$ cat src/rtl/cache_pkg.sv
// cache_pkg
// Shared definitions for the direct-mapped 4-column cache and its miss engine.
// Address layout (32 bits): {tag, line index, column index (2), byte-in-word (2)}.
// Tag RAM entry layout: {dirty, valid, tag}, with the two status bits sitting
// directly above the tag field at the offsets given below.
package cache_pkg;

  localparam int ADDRESS_BITWIDTH   = 32;
  localparam int WORD_BITWIDTH      = 32;
  localparam int ZEROS_BITWIDTH     = 2;
  localparam int COLUMN_IX_BITWIDTH = 2;
  localparam int COLUMN_COUNT       = 4;
  localparam int OFFSET_BITWIDTH    = ZEROS_BITWIDTH + COLUMN_IX_BITWIDTH;

  // Status bit positions relative to the first bit above the tag field.
  localparam int VALID_BIT_OFFSET = 0;
  localparam int DIRTY_BIT_OFFSET = 1;

  // Tag width left over once the line index and line offset are removed.
  function automatic int tag_bitwidth(input int line_ix_bitwidth);
    return ADDRESS_BITWIDTH - line_ix_bitwidth - OFFSET_BITWIDTH;
  endfunction

  typedef enum logic [2:0] {
    IDLE      = 3'd0,
    READ_LINE = 3'd1,
    WB_CMD    = 3'd2,
    WB_DATA   = 3'd3,
    FILL_CMD  = 3'd4,
    FILL_DATA = 3'd5,
    DONE      = 3'd6
  } mover_state_t;

endpackage

$ cat src/rtl/cache_line_buffer.sv
// cache_line_buffer
// Holds one cache line (4 x 32-bit words) while it is being written back.
// Ports:
//   clk, rst      - clock and synchronous active-high reset
//   write_enable  - store write_data into word write_column
//   write_column  - word slot written
//   write_data    - word to store
//   read_beat     - word slot presented on read_data
//   read_data     - combinational read of slot read_beat
module cache_line_buffer
  import cache_pkg::*;
(
  input  logic                          clk,
  input  logic                          rst,
  input  logic                          write_enable,
  input  logic [COLUMN_IX_BITWIDTH-1:0] write_column,
  input  logic [WORD_BITWIDTH-1:0]      write_data,
  input  logic [COLUMN_IX_BITWIDTH-1:0] read_beat,
  output logic [WORD_BITWIDTH-1:0]      read_data
);

  logic [WORD_BITWIDTH-1:0] words [COLUMN_COUNT];

  // Register file: one write port addressed by column.
  always_ff @(posedge clk) begin
    if (rst) begin
      for (int i = 0; i < COLUMN_COUNT; i++) begin
        words[i] <= '0;
      end
    end else if (write_enable) begin
      words[write_column] <= write_data;
    end
  end

  assign read_data = words[read_beat];

endmodule

$ cat src/rtl/cache_line_mover.sv
// cache_line_mover
// Miss engine between the cache tag/data RAMs and a burst memory controller.
// On an accepted miss it optionally copies the dirty victim line out of the
// data RAM and writes it back as a 4-beat burst, then fetches the missed line
// as a 4-beat burst and writes each word into the data RAM, marking the tag
// entry valid and clean together with the last word.
// Ports:
//   clk, rst                          - clock, synchronous active-high reset
//   miss_valid, miss_address          - miss request (sampled only in IDLE)
//   victim_dirty, victim_tag          - state of the line being replaced
//   busy, done                        - operation in progress / line installed
//   line_ix, column_ix                - cache RAM address
//   line_read_data                    - data RAM output (1-cycle latency)
//   line_write_data, line_write_enable, tag_write - cache RAM write side
//   mem_address, mem_cmd_*            - burst command handshake
//   mem_wdata*                        - write-burst beats
//   mem_rdata, mem_rdata_valid        - read-burst beats, no backpressure
// Every output is a register, so RAM writes appear the cycle after the beat
// that carried them.
module cache_line_mover
  import cache_pkg::*;
#(
  parameter int LINE_IX_BITWIDTH = 8,
  parameter int TAG_BITWIDTH     = tag_bitwidth(LINE_IX_BITWIDTH)
) (
  input  logic                          clk,
  input  logic                          rst,
  input  logic                          miss_valid,
  input  logic [ADDRESS_BITWIDTH-1:0]   miss_address,
  input  logic                          victim_dirty,
  input  logic [TAG_BITWIDTH-1:0]       victim_tag,
  output logic                          busy,
  output logic                          done,
  output logic [LINE_IX_BITWIDTH-1:0]   line_ix,
  output logic [COLUMN_IX_BITWIDTH-1:0] column_ix,
  input  logic [WORD_BITWIDTH-1:0]      line_read_data,
  output logic [WORD_BITWIDTH-1:0]      line_write_data,
  output logic [3:0]                    line_write_enable,
  output logic                          tag_write,
  output logic [ADDRESS_BITWIDTH-1:0]   mem_address,
  output logic                          mem_cmd_valid,
  input  logic                          mem_cmd_ready,
  output logic                          mem_cmd_write,
  output logic [WORD_BITWIDTH-1:0]      mem_wdata,
  output logic                          mem_wdata_valid,
  input  logic                          mem_wdata_ready,
  input  logic [WORD_BITWIDTH-1:0]      mem_rdata,
  input  logic                          mem_rdata_valid
);

  mover_state_t                  state;
  logic [TAG_BITWIDTH-1:0]       miss_tag;
  logic [TAG_BITWIDTH-1:0]       wb_tag;
  logic [COLUMN_IX_BITWIDTH-1:0] beat;
  logic [2:0]                    read_step;

  logic                          buf_write_enable;
  logic [COLUMN_IX_BITWIDTH-1:0] buf_write_column;
  logic [COLUMN_IX_BITWIDTH-1:0] buf_read_beat;
  logic [WORD_BITWIDTH-1:0]      buf_read_data;
  logic                          unused_offset;

  // The byte/column offset of the miss address never matters: whole lines move.
  assign unused_offset = ^miss_address[OFFSET_BITWIDTH-1:0];

  // READ_LINE issues column k at step k and sees its data at step k+1, so
  // steps 1..4 capture columns 0..3 (step 4 wraps 3'b100 -> column 2'b11).
  assign buf_write_enable = (state == READ_LINE) && (read_step != 3'd0);
  assign buf_write_column = read_step[COLUMN_IX_BITWIDTH-1:0] - 2'd1;

  // mem_wdata is registered, so the buffer is read one beat ahead: word 0
  // while the command is pending, beat+1 while a burst is running.
  assign buf_read_beat = (state == WB_DATA) ? beat + 2'd1 : 2'd0;

  cache_line_buffer u_line_buffer (
    .clk          (clk),
    .rst          (rst),
    .write_enable (buf_write_enable),
    .write_column (buf_write_column),
    .write_data   (line_read_data),
    .read_beat    (buf_read_beat),
    .read_data    (buf_read_data)
  );

  // Whole operation sequencer with registered outputs.
  always_ff @(posedge clk) begin
    if (rst) begin
      state             <= IDLE;
      miss_tag          <= '0;
      wb_tag            <= '0;
      beat              <= '0;
      read_step         <= '0;
      busy              <= 1'b0;
      done              <= 1'b0;
      line_ix           <= '0;
      column_ix         <= '0;
      line_write_data   <= '0;
      line_write_enable <= 4'b0000;
      tag_write         <= 1'b0;
      mem_address       <= '0;
      mem_cmd_valid     <= 1'b0;
      mem_cmd_write     <= 1'b0;
      mem_wdata         <= '0;
      mem_wdata_valid   <= 1'b0;
    end else begin
      done              <= 1'b0;
      line_write_enable <= 4'b0000;
      tag_write         <= 1'b0;

      case (state)
        IDLE: begin
          if (miss_valid) begin
            line_ix  <= miss_address[OFFSET_BITWIDTH +: LINE_IX_BITWIDTH];
            miss_tag <= miss_address[ADDRESS_BITWIDTH-1 -: TAG_BITWIDTH];
            wb_tag   <= victim_tag;
            busy     <= 1'b1;
            beat     <= '0;
            if (victim_dirty) begin
              state     <= READ_LINE;
              read_step <= '0;
              column_ix <= '0;
            end else begin
              state         <= FILL_CMD;
              mem_cmd_valid <= 1'b1;
              mem_cmd_write <= 1'b0;
              mem_address   <= {miss_address[ADDRESS_BITWIDTH-1:OFFSET_BITWIDTH],
                                {OFFSET_BITWIDTH{1'b0}}};
            end
          end
        end

        READ_LINE: begin
          read_step <= read_step + 3'd1;
          if (read_step < 3'd3) begin
            column_ix <= read_step[COLUMN_IX_BITWIDTH-1:0] + 2'd1;
          end
          if (read_step == 3'd4) begin
            state         <= WB_CMD;
            read_step     <= '0;
            column_ix     <= '0;
            mem_cmd_valid <= 1'b1;
            mem_cmd_write <= 1'b1;
            mem_address   <= {wb_tag, line_ix, {OFFSET_BITWIDTH{1'b0}}};
          end
        end

        WB_CMD: begin
          if (mem_cmd_ready) begin
            state           <= WB_DATA;
            mem_cmd_valid   <= 1'b0;
            mem_cmd_write   <= 1'b0;
            beat            <= '0;
            mem_wdata       <= buf_read_data;
            mem_wdata_valid <= 1'b1;
          end
        end

        WB_DATA: begin
          if (mem_wdata_ready) begin
            beat <= beat + 2'd1;
            if (beat == 2'd3) begin
              state           <= FILL_CMD;
              mem_wdata_valid <= 1'b0;
              mem_wdata       <= '0;
              mem_cmd_valid   <= 1'b1;
              mem_cmd_write   <= 1'b0;
              mem_address     <= {miss_tag, line_ix, {OFFSET_BITWIDTH{1'b0}}};
            end else begin
              mem_wdata <= buf_read_data;
            end
          end
        end

        FILL_CMD: begin
          if (mem_cmd_ready) begin
            state         <= FILL_DATA;
            mem_cmd_valid <= 1'b0;
            beat          <= '0;
          end
        end

        FILL_DATA: begin
          if (mem_rdata_valid) begin
            line_write_data   <= mem_rdata;
            line_write_enable <= 4'b1111;
            column_ix         <= beat;
            beat              <= beat + 2'd1;
            if (beat == 2'd3) begin
              state     <= DONE;
              tag_write <= 1'b1;
              done      <= 1'b1;
            end
          end
        end

        DONE: begin
          state <= IDLE;
          busy  <= 1'b0;
        end

        default: begin
          state <= IDLE;
          busy  <= 1'b0;
        end
      endcase
    end
  end

endmodule

$ cat config.mk
export PLATFORM = sky130hd
export DESIGN_NAME = cache_line_mover
export DESIGN_NICKNAME = d
export VERILOG_FILES = /design/src/rtl/cache_pkg.sv /design/src/rtl/cache_line_buffer.sv /design/src/rtl/cache_line_mover.sv
export SDC_FILE = /design/constraint.sdc
export NUM_CORES = 1
export LEC_CHECK = 0
export BUFFER_PORTS_ARGS = -buffer_cell sky130_fd_sc_hd__buf_2
export CORE_ASPECT_RATIO = 0.75
export CORE_MARGIN = 3
export CORE_UTILIZATION = 40
export DETAILED_ROUTE_END_ITERATION = 8
export SYNTH_ARGS = -nofsm -noshare
export SYNTH_HDL_FRONTEND = slang
export SYNTH_SLANG_ARGS = --single-unit
$ cat constraint.sdc
create_clock -name clk -period 4.8 [get_ports clk]
set_input_delay 0.72 -clock clk [delete_from_list [all_inputs] [get_ports clk]]
set_output_delay 0.72 -clock clk [all_outputs]
set_load 0.01 [all_outputs]
Word level (Yosys, flattened, before mapping)
Memories as Yosys holds them, arrays and structs flattened.
Cells that the tools add are included.
{ "totals": {"regBits": 163, "mem_bits_rw": 128, "input_bits": 123, "out_inout_bits": 116, "mem_count": 1} }
{ "memory_table": {"columns": ["memory", "depth", "width", "rd", "rd_ports_with_merged_regs", "write_ports", "line_no", "rtl"], "rows": [
  ["u_line_buffer.words", 4, 32, 1, 0, 4, "cache_line_buffer.sv:22", "logic [WORD_BITWIDTH-1:0] words [COLUMN_COUNT];"]
]} }
{ "op_classes": {"n_addsub": 4, "order_cmp": 1, "n_eq_ne": 19, "mux": 62, "n_bitwise": 3, "reduce_logical": 27} }
{ "ops": {"columns": ["cell", "count"], "rows": [
  ["32-bit 2-to-1 mux", 9],
  ["32-bit case mux with 3 select lines", 1],
  ["32-bit case mux with 2 select lines", 1],
  ["3-bit 2-to-1 mux", 12],
  ["32-bit OR reduction", 1],
  ["2-bit 2-to-1 mux", 11],
  ["1-bit 2-to-1 mux", 19],
  ["3-bit case mux with 6 select lines", 1],
  ["2-bit inequality test (second input constant)", 8],
  ["7-bit AND reduction", 2],
  ["4-bit nonzero test", 3],
  ["5-bit AND reduction", 2],
  ["3-bit equality test (second input constant)", 3],
  ["3-bit nonzero test", 3],
  ["1-bit case mux with 4 select lines", 2],
  ["2-bit case mux with 4 select lines", 1],
  ["8-bit AND reduction", 1],
  ["3-bit by 2-bit equality test with 1-bit output (second input constant)", 2],
  ["2-bit by 1-bit inequality test with 1-bit output (second input constant)", 3],
  ["2-bit case mux with 3 select lines", 1],
  ["3-bit case mux with 2 select lines", 1],
  ["2-bit AND reduction", 3],
  ["3-bit AND reduction", 2],
  ["6-bit AND reduction", 1],
  ["17 further kinds", 23]
]} }

Depth between registers and ports, before layout
{ "logic_depth": {"depth_word": 7, "depth_mapped": 7, "ltp_nobuf": 6} }

Hierarchy
From an unflattened synthesis, not the netlist that was laid out.
{ "hier_totals": {"hier_cells": 1125, "hier_area_um2": 12021.5} }
{ "by_module_without_submodules": {"columns": ["module", "instances", "cells_each", "area_each_um2", "seq_area_each_um2"], "rows": [
  ["cache_line_mover", 1, 808, 6399.9, 3123.0],
  ["cache_line_buffer", 1, 317, 5621.6, 3843.7]
]} }

Worst setup path before layout
No wires, ideal clock.
{ "synth_timing": {"path_type": "flip-flop to flip-flop", "from": "register read_step[0]", "to": "memory u_line_buffer.words[3][0], enable pin", "arrival_time_ns": 3.646, "slack_ns": 0.685, "stages_incl_launch_ff": 6, "n_path_buf": 0, "period_less_slack_ns": 4.115, "path_cell_list": "dfxtp_1 > inv_1 > ha_1 > nor2b_1 > or3_1 > o31ai_1"} }
{ "synth_lines": {"columns": ["element", "line_no", "rtl"], "rows": [
  ["start, declared", "cache_line_mover.sv:55", "logic [2:0] read_step;"],
  ["start signal, assigned", "cache_line_mover.sv:133", "read_step <= read_step + 3'd1;"],
  ["end, declared", "cache_line_buffer.sv:22", null]
]} }

==> key figures <==
Status
  • Status: finished clean

Setup path
  • Worst EP required: roughly 5 ns
  • Startpoint Class: flip-flop
  • Max stage delay on crit path: approximately 0.81 ns
  • Slowest stage cell, crit path: or2_2
  • Crit Path Class: reg -> reg
  • R2R cell count: 7
  • Max FO, Critical Path: 33
  • CP endpoint kind: flip-flop
  • Worst path arrival time: about 3.4 ns
  • Worst-path cell chain: inv_1, ha_1, nor2b_1, or4_4, nor3_4, buf_4, or2_2

Finish
  • Final Util: 0.4855
  • Final Net Count: between 1500 and 2000
  • Share of cells above drive strength 1: 0.2386
  • Area delta synth->final: 18.37%
  • Fillers: approximately 2900
  • Final instance area: about 15000 um^2

CTS
  • Clock slew at reported path FFs: ~0.070 ns
  • Clk buf depth: 3
  • CTS sink cnt: about 280
  • Post_cts resized: 0
  • Cts hold-fix bufs: 0
  • Post CTS Setup Buffer Count: 0
  • CTS root buf: clkbuf_16
  • TritonCTS Buffers: 29
  • Skew-Pair Late Insertion Delay: 0.56 ns
  • H-tree levels: 1
  • CTS tree: yes

Global routing
  • Gr usage total: 0.1953
  • Initial antenna violation count: 4
  • Pin count of the biggest net entering global routing: 84
  • Vias in the first global route: 9591
  • Grt ovf: 0
  • Wire length of the first global-routing pass: about 53000 um

Pwr
  • Clock power frac: 0.398
  • Leakage power total: between 0.005 and 0.006 uW
  • Pwr/cell area: between 300 and 400 nW/um^2
  • Sw Share: 0.2582
  • Net Switching: roughly 1500 uW
  • Int Pwr: 4202 uW
  • Worst VDD drop: about 0.28 mV
  • Sequential Power Share: 0.480
  • Logic gate share of total power: 0.122

Route
  • DR vias: slightly below 10000
  • Mean routed wirelength per cell: 18.25 um
  • Drt via density: between 5 and 6
  • Drt pass-1 iters: 4
  • ANT nets after route: 0
  • DR DRC count: 0
  • Post-Route WL: ~34000 um
  • Number of DRC markers in iteration 0: ~610

STA
  • Final Max Slew Viols: 0
  • Final hold violation count: 0
  • Period Utilization, post-route: 0.6753
  • TNS Setup: 0 ns
  • RSZ-0062 raised after global routing: false
  • Fmax: slightly above 300 MHz
  • Clk_skew: ~0.017 ns
  • # setup viols final: 0
  • Worst Max-Slew Pin Slew: 1.130 ns
  • Tmin final: approximately 3.2 ns
  • Slew HR: 0.2464

Logic synthesis
  • Asr flop ratio synth: 0
  • Yosys cell types: between 50 and 60
  • Warnings, synthesis: 0
  • Dominant synthesized flop cell: dfxtp_1
  • Synth Area in Adders: 0.003002
  • Yosys top cell by area: edfxtp_1
  • Mux cell area share after synthesis: 0.05294
  • Compound-cell area share of the yosys netlist: 0.1490
  • Post-synthesis sequential area ratio: 0.5572
  • Post-synthesis area per instance: approximately 10 um^2
  • Largest family of logic cells by synthesized area: simple AND/OR/NAND/NOR gates
  • Synth Instances: between 1000 and 1500
  • Simple-gate share of the synthesized area: 0.1928
  • Top cell type's share of synthesized area: 0.3074
  • Post-Synth XOR/XNOR Area: 0
  • Post-synth EDFFs: between 100 and 150
  • Top post-synthesis cells by area: edfxtp_1, dfxtp_1, nand2_1, and2_1, a21oi_1
  • Synth Register Bits: about 280
  • Mapped cell area: around 13000 um^2

Placement
  • Placed instance area: between 10000 and 15000 um^2
  • Placer Congestion: just under 0.8
  • Hpwl dp: between 20000 and 25000 um
  • IO buf count: 230

Hold path
  • Hold path depth: 3
  • Hold Crit Class: in -> reg

Die
  • Num rows: 55
  • Die width: 210.1 um
  • Chip height: approximately 160 um
  • I/O pin count: between 200 and 250
  • Starting density of the core: 0.4101
  • Die area: around 33000 um^2
  • Core ar.: between 30000 and 40000 um^2

Run
  • Max cap viols: 0
-- metal layers --
metal  vias to the layer above  track usage  share of wire
li1                       4758            -              -
met1                      4724       0.2644           0.44
met2                       291       0.3115           0.46
met3                        53      0.05023          0.070
met4                         4      0.05452          0.025
met5                         -            0        0.00071
-- sequential cells by signal, indices dropped and copies added (netlist names), 2 cells and up --
signal,count
state,3
column_ix,2
beat,2
wb_tag,20
mem_wdata,32
mem_address,28
u_line_buffer.words,128
read_step,3
line_write_data,32
line_ix,8
miss_tag,20
-- layout by cell type (no fill, tap or decap), drive strengths merged, types with 4 or more instances in the layout --
cell / synthesis / routed
a21oi: 153 / 153
a311oi: 8 / 8
a32oi: 4 / 4
and2: 128 / 128
and3: 4 / 4
buf: 45 / 253
clkbuf: 66 / 34
clkinv: 0 / 11
clkinvlp: 0 / 5
conb: 1 / 4
dfxtp: 156 / 156
edfxtp: 128 / 128
inv: 8 / 9
mux2: 33 / 33
mux2i: 29 / 29
nand2: 225 / 225
nand2b: 38 / 38
nand3: 5 / 5
nor2: 14 / 14
nor2b: 6 / 6
nor3: 4 / 4
o2111ai: 20 / 20
o21ai: 27 / 27
o22ai: 34 / 34
o31ai: 33 / 33
or3: 35 / 35
-- cell usage after synthesis, types with 4 or more instances --
library cell / n
nand2_1: 225
dfxtp_1: 156
a21oi_1: 153
and2_1: 128
edfxtp_1: 128
clkbuf_1: 62
nand2b_1: 37
or3_1: 35
o22ai_1: 34
o31ai_1: 33
mux2_2: 32
mux2i_1: 29
o21ai_0: 26
buf_2: 23
o2111ai_1: 20
buf_4: 15
nor2_1: 12
a311oi_1: 8
inv_1: 8
nor2b_1: 6
nand3_1: 5
a32oi_1: 4
and3_1: 4
buf_1: 4
clkbuf_2: 4
-- power by group through the flow --
stage | logic (uW) | registers [uW] | clock network [uW]
after detailed placement | 694 | 2770 | 0
after floorplan | 430 | 2790 | 0
after global placement | 688 | 2770 | 0
final | 691 | 2720 | 2250
after CTS | 697 | 2720 | 2310
after global routing | 770 | 2740 | 2400
-- critical path: cells and delay by family (launching register included) --
kind          cells  cell delay (ns)
fa+ha+maj         1             0.27
buf+inv           2             0.51
flops             1             0.49
simple gates      4             1.58
-- per-stage QoR --
step	std cells	worst slack [ns]	hold slack (ns)	total power, uW
floorplan	1250	0.6846	0.4357	3220
global placement	1791	1.487	0.4305	3455
detailed placement	1791	1.491	0.4361	3467
CTS	1845	1.523	0.3568	5731
global route	1847	1.319	0.3752	5905
finish	1847	1.559	0.3907	5665
-- layout make-up --
cell class	instances	area (um^2)	area share
multi-input combinational	847	5027	0.3397
antenna	2	5.005	0.0003382
sequential	284	6969	0.4709
timing repair buffer	253	1326	0.08962
clock inverter	20	177.7	0.01201
tap	399	499.2	0.03373
inverter	8	30.03	0.002029
clock buffer	34	764.5	0.05166
-- cells by family after synthesis --
family,after synthesis
buffers and inverters,119
flip-flops,284
AND/OR/NAND/NOR,474
other,1
multiplexers,62
adder cells (fa/ha/maj),3
AO/OA/AOI/OAI,304
-- path summary, 6_finish.rpt --
path	start	to	slack, ns
worst max register to register	read_step[0]	u_line_buffer.words[2][3]	1.56
worst min register to register	mem_wdata[30]	mem_wdata[30]	0.45
worst max-delay path	read_step[0]	u_line_buffer.words[2][3]	1.56
worst min-delay path	victim_tag[9]	wb_tag[9]	0.39
Power figures use the tool's default switching activity.
